[config.mk]
export PLATFORM = sky130hd
export DESIGN_NAME = exp_share_ctrl
export DESIGN_NICKNAME = d
export VERILOG_FILES = /design/src/rtl/exp_share_ctrl_pkg.sv /design/src/rtl/exp_rr_pick.sv /design/src/rtl/exp_share_ctrl.sv
export SDC_FILE = /design/constraint.sdc
export NUM_CORES = 1
export LEC_CHECK = 0
export ABC_AREA = 1
export CORE_MARGIN = 10
export CORE_UTILIZATION = 34
export CTS_CLUSTER_DIAMETER = 50
export DETAILED_ROUTE_END_ITERATION = 8
export DONT_BUFFER_PORTS = 1
export GPL_TIMING_DRIVEN = 0
export PLACE_DENSITY = 0.48
export RECOVER_POWER = 50
export SYNTH_ARGS = -nofsm -noshare
export SYNTH_HDL_FRONTEND = slang
export SYNTH_SLANG_ARGS = --single-unit
[constraint.sdc]
create_clock -name clk_p -period 4.6 [get_ports clk_p]
set_clock_uncertainty 0.15 [all_clocks]
set_input_delay 0.92 -clock clk_p [delete_from_list [all_inputs] [get_ports clk_p]]
set_output_delay 0.92 -clock clk_p [all_outputs]
set_load 0.01 [all_outputs]
[src/rtl/exp_share_ctrl_pkg.sv]
// Shared definitions for the exponent-core sharing controller.
// FSM encodings and the IEEE-754 constants used on the result path.
package exp_share_ctrl_pkg;

   typedef enum logic [1:0] {
      ST_IDLE = 2'd0,
      ST_LOAD = 2'd1,
      ST_RUN  = 2'd2,
      ST_DONE = 2'd3
   } state_e;

   localparam logic [31:0] FP_ZERO = 32'h0000_0000;
   localparam logic [31:0] FP_QNAN = 32'h7FC0_0000;

endpackage

[src/rtl/exp_rr_pick.sv]
// Combinational round-robin picker: first set request at or after ptr_i, wrapping.
// Returns the winner as one-hot and as an index; any_o flags a non-empty request vector.
module exp_rr_pick #(
   parameter int NUM_REQ = 4,
   localparam int IW = (NUM_REQ > 1) ? $clog2(NUM_REQ) : 1
) (
   input  logic [NUM_REQ-1:0] req_i,
   input  logic [IW-1:0]      ptr_i,
   output logic [NUM_REQ-1:0] win_o,
   output logic [IW-1:0]      idx_o,
   output logic               any_o
);

   logic          found;
   logic [IW:0]   sum;
   logic [IW-1:0] cand;

   always_comb begin
      win_o = '0;
      idx_o = '0;
      any_o = |req_i;
      found = 1'b0;
      sum   = '0;
      cand  = '0;
      for (int k = 0; k < NUM_REQ; k++) begin
         sum = {1'b0, ptr_i} + (IW+1)'(k);
         if (sum >= (IW+1)'(NUM_REQ)) begin
            sum = sum - (IW+1)'(NUM_REQ);
         end
         cand = sum[IW-1:0];
         if (!found && req_i[cand]) begin
            found       = 1'b1;
            win_o[cand] = 1'b1;
            idx_o       = cand;
         end
      end
   end

endmodule

[src/rtl/exp_share_ctrl.sv]
// Shares one iterative exponent core between NUM_REQ requesters with round-robin grant,
// operand latching, result routing and a watchdog that aborts a core that never acks.
module exp_share_ctrl
   import exp_share_ctrl_pkg::*;
#(
   parameter int DATA_WIDTH = 32,
   parameter int NUM_REQ    = 4,
   parameter int TIMEOUT    = 15
) (
   input  logic                          clk_p,
   input  logic                          rst,
   input  logic [NUM_REQ-1:0]            req,
   input  logic [NUM_REQ*DATA_WIDTH-1:0] req_x,
   output logic [NUM_REQ-1:0]            gnt,
   output logic [NUM_REQ-1:0]            done,
   output logic [DATA_WIDTH-1:0]         result,
   output logic                          busy,
   output logic                          err,
   output logic [DATA_WIDTH-1:0]         core_x,
   output logic                          core_enable,
   input  logic [DATA_WIDTH-1:0]         core_output_exp,
   input  logic                          core_ack
);

   localparam int IW = (NUM_REQ > 1) ? $clog2(NUM_REQ) : 1;
   localparam int WW = $clog2(TIMEOUT + 1);
   localparam logic [DATA_WIDTH-1:0] QNAN = DATA_WIDTH'(FP_QNAN);
   localparam logic [DATA_WIDTH-1:0] ZERO = DATA_WIDTH'(FP_ZERO);

   state_e                  state_q;
   logic [IW-1:0]           rr_ptr_q;
   logic [NUM_REQ-1:0]      win_q;
   logic [WW-1:0]           wd_cnt_q;
   logic [NUM_REQ-1:0]      gnt_q;
   logic [NUM_REQ-1:0]      done_q;
   logic [DATA_WIDTH-1:0]   result_q;
   logic [DATA_WIDTH-1:0]   core_x_q;
   logic                    busy_q;
   logic                    err_q;
   logic                    core_en_q;

   logic [NUM_REQ-1:0]      pick_win;
   logic [IW-1:0]           pick_idx;
   logic                    pick_any;
   logic [DATA_WIDTH-1:0]   pick_x;

   exp_rr_pick #(
      .NUM_REQ (NUM_REQ)
   ) u_pick (
      .req_i (req),
      .ptr_i (rr_ptr_q),
      .win_o (pick_win),
      .idx_o (pick_idx),
      .any_o (pick_any)
   );

   always_comb begin
      pick_x = '0;
      for (int k = 0; k < NUM_REQ; k++) begin
         if (pick_win[k]) begin
            pick_x = req_x[k*DATA_WIDTH +: DATA_WIDTH];
         end
      end
   end

   always_ff @(posedge clk_p) begin
      if (rst) begin
         state_q   <= ST_IDLE;
         rr_ptr_q  <= '0;
         win_q     <= '0;
         wd_cnt_q  <= '0;
         gnt_q     <= '0;
         done_q    <= '0;
         result_q  <= ZERO;
         core_x_q  <= ZERO;
         busy_q    <= 1'b0;
         err_q     <= 1'b0;
         core_en_q <= 1'b0;
      end else begin
         gnt_q  <= '0;
         done_q <= '0;
         case (state_q)
            ST_IDLE: begin
               core_en_q <= 1'b0;
               wd_cnt_q  <= '0;
               if (pick_any) begin
                  core_x_q <= pick_x;
                  gnt_q    <= pick_win;
                  win_q    <= pick_win;
                  rr_ptr_q <= (pick_idx == IW'(NUM_REQ-1)) ? '0 : pick_idx + 1'b1;
                  busy_q   <= 1'b1;
                  state_q  <= ST_LOAD;
               end else begin
                  busy_q   <= 1'b0;
               end
            end
            // Enable stays low across this edge so the core reloads its seed and divisors.
            ST_LOAD: begin
               core_en_q <= 1'b1;
               state_q   <= ST_RUN;
            end
            ST_RUN: begin
               wd_cnt_q <= wd_cnt_q + 1'b1;
               if (core_ack) begin
                  result_q  <= core_output_exp;
                  done_q    <= win_q;
                  core_en_q <= 1'b0;
                  state_q   <= ST_DONE;
               end else if (wd_cnt_q == WW'(TIMEOUT-1)) begin
                  result_q  <= QNAN;
                  done_q    <= win_q;
                  err_q     <= 1'b1;
                  core_en_q <= 1'b0;
                  state_q   <= ST_DONE;
               end
            end
            // Pending work keeps busy up through the one-cycle IDLE turnaround.
            ST_DONE: begin
               core_en_q <= 1'b0;
               wd_cnt_q  <= '0;
               busy_q    <= |req;
               state_q   <= ST_IDLE;
            end
            default: begin
               state_q <= ST_IDLE;
            end
         endcase
      end
   end

   assign gnt         = gnt_q;
   assign done        = done_q;
   assign result      = result_q;
   assign busy        = busy_q;
   assign err         = err_q;
   assign core_x      = core_x_q;
   assign core_enable = core_en_q;

endmodule
==> results.md, run 1 <==
* Run status: finished clean
* Post-synth net total at 953
* Critical path class: reg -> reg
* Worst-Skew Late Latency at 0.34 ns
* Die height at approximately 140 um
* Hold Path Sink: done[0]$_SDFF_PP0_
* Largest family of logic cells by synthesized area: simple AND/OR/NAND/NOR gates
* Least-Margin Pin Slew at 0.752 ns
* Data arrival time of the worst path at 3.01 ns
* Top_reg_cell synth: dfxtp_1
* Routability congestion estimate at 0.876
* CTS tree: built
* DR WL/cell at approximately 18 um
* RR Startpoint: rr_ptr_q[1]$_SDFFE_PP0P_
* Share of cells above drive strength 1 at 0.137
* Inst Count DP at 961
* Largest net degree at the start of global routing at 17
* Area contributors post-synth: dfxtp_1 (34%), nand2_1 (20%), a21oi_1 (11%)
* Total Power at 4.97 mW
* Clock transition at path regs at 0.07 ns
* Synth unique cells at 38
* CP Max Fanout at 10
* Hold Crit Class: reg -> reg
* Post-route insts no fill at about 980
* DRT Wirelength at 17600 um
* # rows at 45
* Leak at about 2.7 nW
* CP required at 4.66 ns
* PD cells at 869 mW/mm^2
* Adder-Cell Fraction of Synth Area at 0.0314
* Pre-CTS setup slack at 1.45 ns
* Vias in the first global route at 5071
* Post-route worst setup slack at 1.65 ns
* Total iterations of the first detailed-routing run at 6
* Gr ovfl total at 0
* Port bufs at 0
* R2R depth at 15
* Compound-Gate Fraction of Synth Area at 0.233
* Relative slew slack at 0.499
* Multiplexer share of the synthesized area at 0
* Hold Path Origin: win_q[0]$_SDFFE_PP0P_
* Diode count at 0
* Initial core utilization at 0.344
* Tot GR Track Use at 0.164
* Post-synth design cell area at 0.00519 mm^2
* Xor/xnor cell area share of the yosys netlist at 0.00169
* FF-to-FF End: core_x[17]$_SDFFE_PP0P_
* Post-synth EDFFs at 0
* Clock root buffer: clkbuf_16
* Synth Instances at 773
* Register bit count reported by yosys at 87
* Residual DRC at 0
* Synth warnings at 0
* VDD IR-drop max at 0.000369 V
* First-iteration detailed-routing DRC count at between 150 and 200
* Synthesis-to-layout area growth at 10.3%
* Yosys top cell area share at 0.336
* Slew Limit Fails at 0
* Hold Buf Count CTS at 0
* Htree depth at 3
* Synth Area in Simple Gates at 0.263
* Peak Freq at 339 MHz
* Die Width at around 140 um
* Num CTS Buffers at 9
* Syn_area_per_cell at about 6.7 um^2
* Num Clock Sinks at 87
* Final setup vio count at 0
* Critical Path Sink Type: register
* Num ports at 242
* Final min period at 2.95 ns
* Core area at 0.0151 mm^2
* Crit share post-route at 0.642
* Maxcap violations at 0
* Die ar. at 0.0206 mm^2
* First-pass GRT wire length at 26800 um
* Area leader, netlist: dfxtp_1
* Setup TNS at 0 ns
* Area of the multi-input gates at 0.00274 mm^2
* Sequential-to-total area share from yosys stat at 0.336
* Register area at about 0.0017 mm^2
* Post_cts resized at 0
* Vias at about 4900
* Flop2flop setup slack at roughly 1.6 ns
* Via-to-Cell Ratio at 5.01
* Initial antenna violation count at 0
* Setup bufs post-CTS at 0
* Antenna Nets Post-Route at 0
* CTS Buffer Depth at 2
* Worst Hold Slack at 0.304 ns
* Final hold violations at 0
* CP Launch Type: register
* Filler cells at 1670
* RSZ-0062 raised after global routing: no
* Nets at 964
* Hpwl dp at 14100 um
* Worst Hold Depth at 2
* Ys async rst share at 0
-- synth_stat cells, types with 3 or more instances --
master and instances:
a21oi_1 117, a21oi_2 51, buf_2 6, buf_4 8, buf_6 11, clkbuf_1 19, dfxtp_1 87, ha_1 13
inv_1 102, nand2_1 275, nand2_2 3, nand3_1 18, nor2_1 8, nor3_1 6, o21ai_0 17, o31ai_1 4
-- critical path, cell delays in order (launching register included) --
cell	delay, ns
dfxtp_1	0.58
inv_1	0.24
ha_1	0.40
inv_1	0.13
nand3_1	0.08
nand2_1	0.11
nor2_4	0.07
a21boi_0	0.21
nand3_2	0.19
buf_2	0.24
nand2_1	0.11
nand2_1	0.06
nand2_1	0.06
nand2_1	0.05
nand2_1	0.07
a21oi_2	0.05
-- worst max-delay path by stage --
stage / depth (start not counted) / endpoint / from
3_5_place_dp: 7 / core_x[24]$_SDFFE_PP0P_ / req[0]
5_1_grt: 15 / core_x[4]$_SDFFE_PP0P_ / rr_ptr_q[1]$_SDFFE_PP0P_
3_3_place_gp: 7 / core_x[25]$_SDFFE_PP0P_ / req[0]
4_1_cts: 17 / core_x[17]$_SDFFE_PP0P_ / register
2_1_floorplan: 18 / core_x[10]$_SDFFE_PP0P_ / register
6_report: 15 / core_x[17]$_SDFFE_PP0P_ / rr_ptr_q[1]$_SDFFE_PP0P_
-- power breakdown --
| group | leakage, nW | total, mW | switching (mW) | internal (mW) |
|---|---|---|---|---|
| registers | 0.710 | 1.12 | 0.191 | 0.929 |
| logic | 1.81 | 3.09 | 1.95 | 1.14 |
| clock network | 0.150 | 0.762 | 0.331 | 0.430 |
| total | 2.67 | 4.97 | 2.47 | 2.50 |
-- state kept, by name (all words and copies together) (netlist names), named ones only --
| name | count |
|---|---|
| rr_ptr_q | 1 |
| err | 1 |
| state_q | 2 |
| done | 4 |
| gnt | 4 |
| win_q | 4 |
| result | 32 |
| core_x | 32 |
| busy | 1 |
| core_enable | 1 |
| wd_cnt_q | 4 |
-- area by class of cell --
type | count | area share
Multi-Input combinational cell | 535 | 0.479
Inverter | 105 | 0.0697
Clock buffer | 10 | 0.0400
Clock inverter | 6 | 0.0127
Buffer | 46 | 0.0531
Tap cell | 188 | 0.0411
Sequential cell | 87 | 0.304
-- metal layers --
metal,global-route usage,wire length (um),vias to the layer above
met1,0.174,6780,2217
met2,0.273,8170,195
met5,0,0,-
li1,-,-,2462
met3,0.0881,2350,21
met4,0.0559,272,0
-- per-stage QoR --
step,util,area [um^2]
2_1_floorplan,-,5190
3_3_place_gp,0.359,5420
3_5_place_dp,0.359,5420
4_1_cts,0.379,5720
5_1_grt,0.379,5720
6_report,0.379,5720
-- cell usage in the layout, fill, tap and decap left out, types with 2 or more instances in the layout --
cell type	n
nand2_1	275
a21oi_1	117
inv_1	102
dfxtp_1	87
a21oi_2	51
clkbuf_1	21
nand3_1	18
o21ai_0	17
ha_1	13
buf_6	11
clkbuf_16	9
buf_4	8
nor2_1	8
buf_2	6
nor3_1	6
o31ai_1	4
nand2_2	3
inv_6	3
inv_4	2
nand2_4	2
nand3_4	2
a21boi_0	2
nand3_2	2
a31oi_1	2
-- cells by family (layout without fill, tap and decap cells) --
logic type / after synthesis / in the layout
compound gates: 197 / 197
fa+ha+maj: 13 / 13
simple gates: 324 / 324
flops: 87 / 87
xor+xnor: 1 / 1
buf+inv: 151 / 167
No activity file was read; power rests on OpenSTA's default activity.
==> run 2: changes to the inputs <==
clock period = 2.8 ns   (was 4.6 ns; I/O delays follow)
==> run 2 against run 1 <==
Effect of this change:
- flip-flop and latch count stayed put
- sequential share of layout area is 0.072 points lower
- non-clock buffer count is 1 higher
- worst hold slack worse by 0.097 ns
- final area is 0.52% higher
- combinational power is 66% higher
- count of clock-buffer cells in the layout stayed put
- maximum frequency is 12% higher
- highest routed layer unchanged
- global-route usage hardly changed
- core utilization is 0.20 points higher
- die area stayed put
- power is 66% higher
==> results.md, run 2 (synthesized netlist as in run 1, its figures left out) <==
* CTS Buffer Depth at 2 (unchanged)
* Slowest cell on crit path: dfxtp_4
* Initial core utilization at 0.344 (unchanged)
* CP required at 2.86 ns (-1.80 ns)
* CP Max Fanout at 12 (+2)
* Top Family by Delay on Critical Path: buffers and inverters
* Worst-Skew Late Latency at 0.34 ns (about the same)
* Clock transition at path regs at 0.07 ns (about the same)
* Leak at 2.68 nW (+0.27%)
* Commonest non-fill, non-tap cells in the layout: nand2_1 (275), a21oi_1 (117), inv_1 (102)
* Residual DRC at 0 (unchanged)
* Share of cells above drive strength 1 at 0.142 (+0.00489)
* Routability congestion estimate at 0.876 (unchanged)
* FF-to-FF End: core_x[21]$_SDFFE_PP0P_
* Die height at 144 um (unchanged)
* Maxcap violations at 0 (unchanged)
* R2R depth at 19 (+4)
* Total Power at 8.24 mW (+66%)
* Filler cells at 1669 (-0.060%)
* Most frequent cell on the critical path: nand2_1
* Num CTS Buffers at 9 (unchanged)
* Hold Buf Count CTS at 0 (unchanged)
* DR WL/cell at 18.0 um (+0.10%)
* Register area at 0.00175 mm^2 (+0.29%)
* VDD IR-drop max at 0.000642 V (+74%)
* Synthesis-to-layout area growth at 10.9%
* Final min period at 2.62 ns (-0.327 ns)
* Vias at 4899 (+0.082%)
* Data arrival time of the worst path at 2.68 ns (-0.33 ns)
* Crit share post-route at 0.937 (+0.296)
* Flop2flop setup slack at 0.18 ns (-1.47 ns)
* Total iterations of the first detailed-routing run at 6 (unchanged)
* Gr ovfl total at 0 (unchanged)
* Setup TNS at 0 ns (unchanged)
* Post-route insts no fill at 978 (+0.10%)
* Via-to-Cell Ratio at 5.01 (about the same)
* Least-Margin Pin Slew at 0.751 ns (-0.000503 ns)
* CP Depth at 19 (+4)
* RSZ-0062 raised after global routing: yes
* Die ar. at 0.0206 mm^2 (unchanged)
* Peak Freq at 381 MHz (+12%)
* Worst path cell trace: buf_6 > inv_4 > buf_8 > ha_4 > inv_1 > nand3_1 > nand2_1 > nand2_1 > inv_1 > nand2_4 > inv_2 > nand2_1 > nand3_2 > buf_6 > buf_4 > a21oi_1 > nand2_1 > nand2_1 > a21oi_2
* Hpwl dp at 14100 um (unchanged)
* Hold Crit Class: in -> reg
* Num Clock Sinks at 87 (unchanged)
* Antenna Nets Post-Route at 0 (unchanged)
* Slew Limit Fails at 0 (unchanged)
* Relative slew slack at 0.499 (about the same)
* Run status: finished clean
* Setup crit end: core_x[21]$_SDFFE_PP0P_
* First-pass GRT wire length at 26900 um (+0.20%)
* Largest net degree at the start of global routing at 17 (unchanged)
* Bufs and invs on worst path at 8 (+5)
* Num ports at 242 (unchanged)
* Core area at 0.0151 mm^2 (unchanged)
* Die Width at 144 um (unchanged)
* Tot GR Track Use at 0.165 (+0.000346)
* CP Launch Type: register
* Port bufs at 0 (unchanged)
* Area of the multi-input gates at 0.00275 mm^2 (+0.46%)
* CTS tree: built
* DRT Wirelength at 17600 um (+0.20%)
* Inst Count DP at 961 (unchanged)
* Nets at 965 (+0.10%)
* Htree depth at 3 (unchanged)
* Diode count at 0 (unchanged)
* Final hold violations at 0 (unchanged)
* Slowest stage delay, CP at 0.38 ns (-0.20 ns)
* Critical Path Sink Type: register
* # rows at 45 (unchanged)
* Most common cell after layout, fill and taps aside: nand2_1
* PD cells at 1430 mW/mm^2 (+65%)
* Vias in the first global route at 5085 (+0.28%)
* First-iteration detailed-routing DRC count at 209 (+8.9%)
* Initial antenna violation count at 0 (unchanged)
* Final setup vio count at 0 (unchanged)
* Clock root buffer: clkbuf_16
* Critical path class: reg -> reg
==> run 2: changes by cell type in the layout (fill, tap and decap cells not counted) <==
cell / before / now
a21boi_1: 0 / 1
ha_4: 0 / 1
dfxtp_4: 0 / 1
a21boi_0: 2 / 1
dfxtp_2: 0 / 1
ha_1: 13 / 12
dfxtp_1: 87 / 85
clkbuf_4: 0 / 2
buf_2: 6 / 4
buf_4: 8 / 9
==> run 2: where the power goes <==
group / switching (mW) / internal, mW / total [mW]
Combinational: 3.22 / 1.93 / 5.14
Clock: 0.545 / 0.707 / 1.25
Sequential: 0.312 / 1.53 / 1.84
==> run 2: cell type report <==
cell class                      count  share of cell area
Timing Repair Buffer                1             0.00130
Clock inverter                      6              0.0126
Inverter                          105              0.0694
Multi-Input combinational cell    535               0.479
Clock buffer                       10              0.0398
Buffer                             46              0.0537
Sequential cell                    87               0.304
Tap cell                          188              0.0409
==> run 2: timing repair <==
item / CTS / global route
hold endpoints to repair: 0 / 0
pin swaps: 1 / 0
resized for setup: 3 / 5
endpoints found under the setup margin: 32 / 34
setup buffers: 1 / 0
==> run 2: worst min-delay path by stage <==
| stage | startpoint | end | slack (ns) | cells past startpoint |
|---|---|---|---|---|
| 2_1_floorplan | win_q[0]$_SDFFE_PP0P_ | done[0]$_SDFF_PP0_ | 0.27 | 2 |
| 3_3_place_gp | win_q[3]$_SDFFE_PP0P_ | done[3]$_SDFF_PP0_ | 0.29 | 2 |
| 3_5_place_dp | win_q[1]$_SDFFE_PP0P_ | done[1]$_SDFF_PP0_ | 0.29 | 2 |
| 4_1_cts | core_output_exp[8] | result[8]$_SDFFE_PP0P_ | 0.19 | 2 |
| 5_1_grt | core_output_exp[9] | result[9]$_SDFFE_PP0P_ | 0.20 | 2 |
| 6_report | core_output_exp[9] | result[9]$_SDFFE_PP0P_ | 0.21 | 2 |
==> run 2: per-stage QoR <==
step                setup WS (ns)  utilization  hold slack [ns]  area (um^2)
floorplan                   0.337            -            0.274         5190
global placement          -0.0894        0.359            0.294         5420
detailed placement         -0.140        0.359            0.294         5420
CTS                       0.00906        0.380            0.193         5730
global route             -0.00291        0.381            0.196         5750
finish                      0.176        0.381            0.208         5750
==> run 2: per-layer routing <==
layer  part of all wire  routed length, um  up-vias  track usage
li1                   -                  -     2465            -
met1               0.39               6800     2219        0.174
met2               0.47               8190      192        0.273
met3               0.13               2330       23       0.0888
met4              0.016                282        0       0.0570
met5                  0                  0        -            0
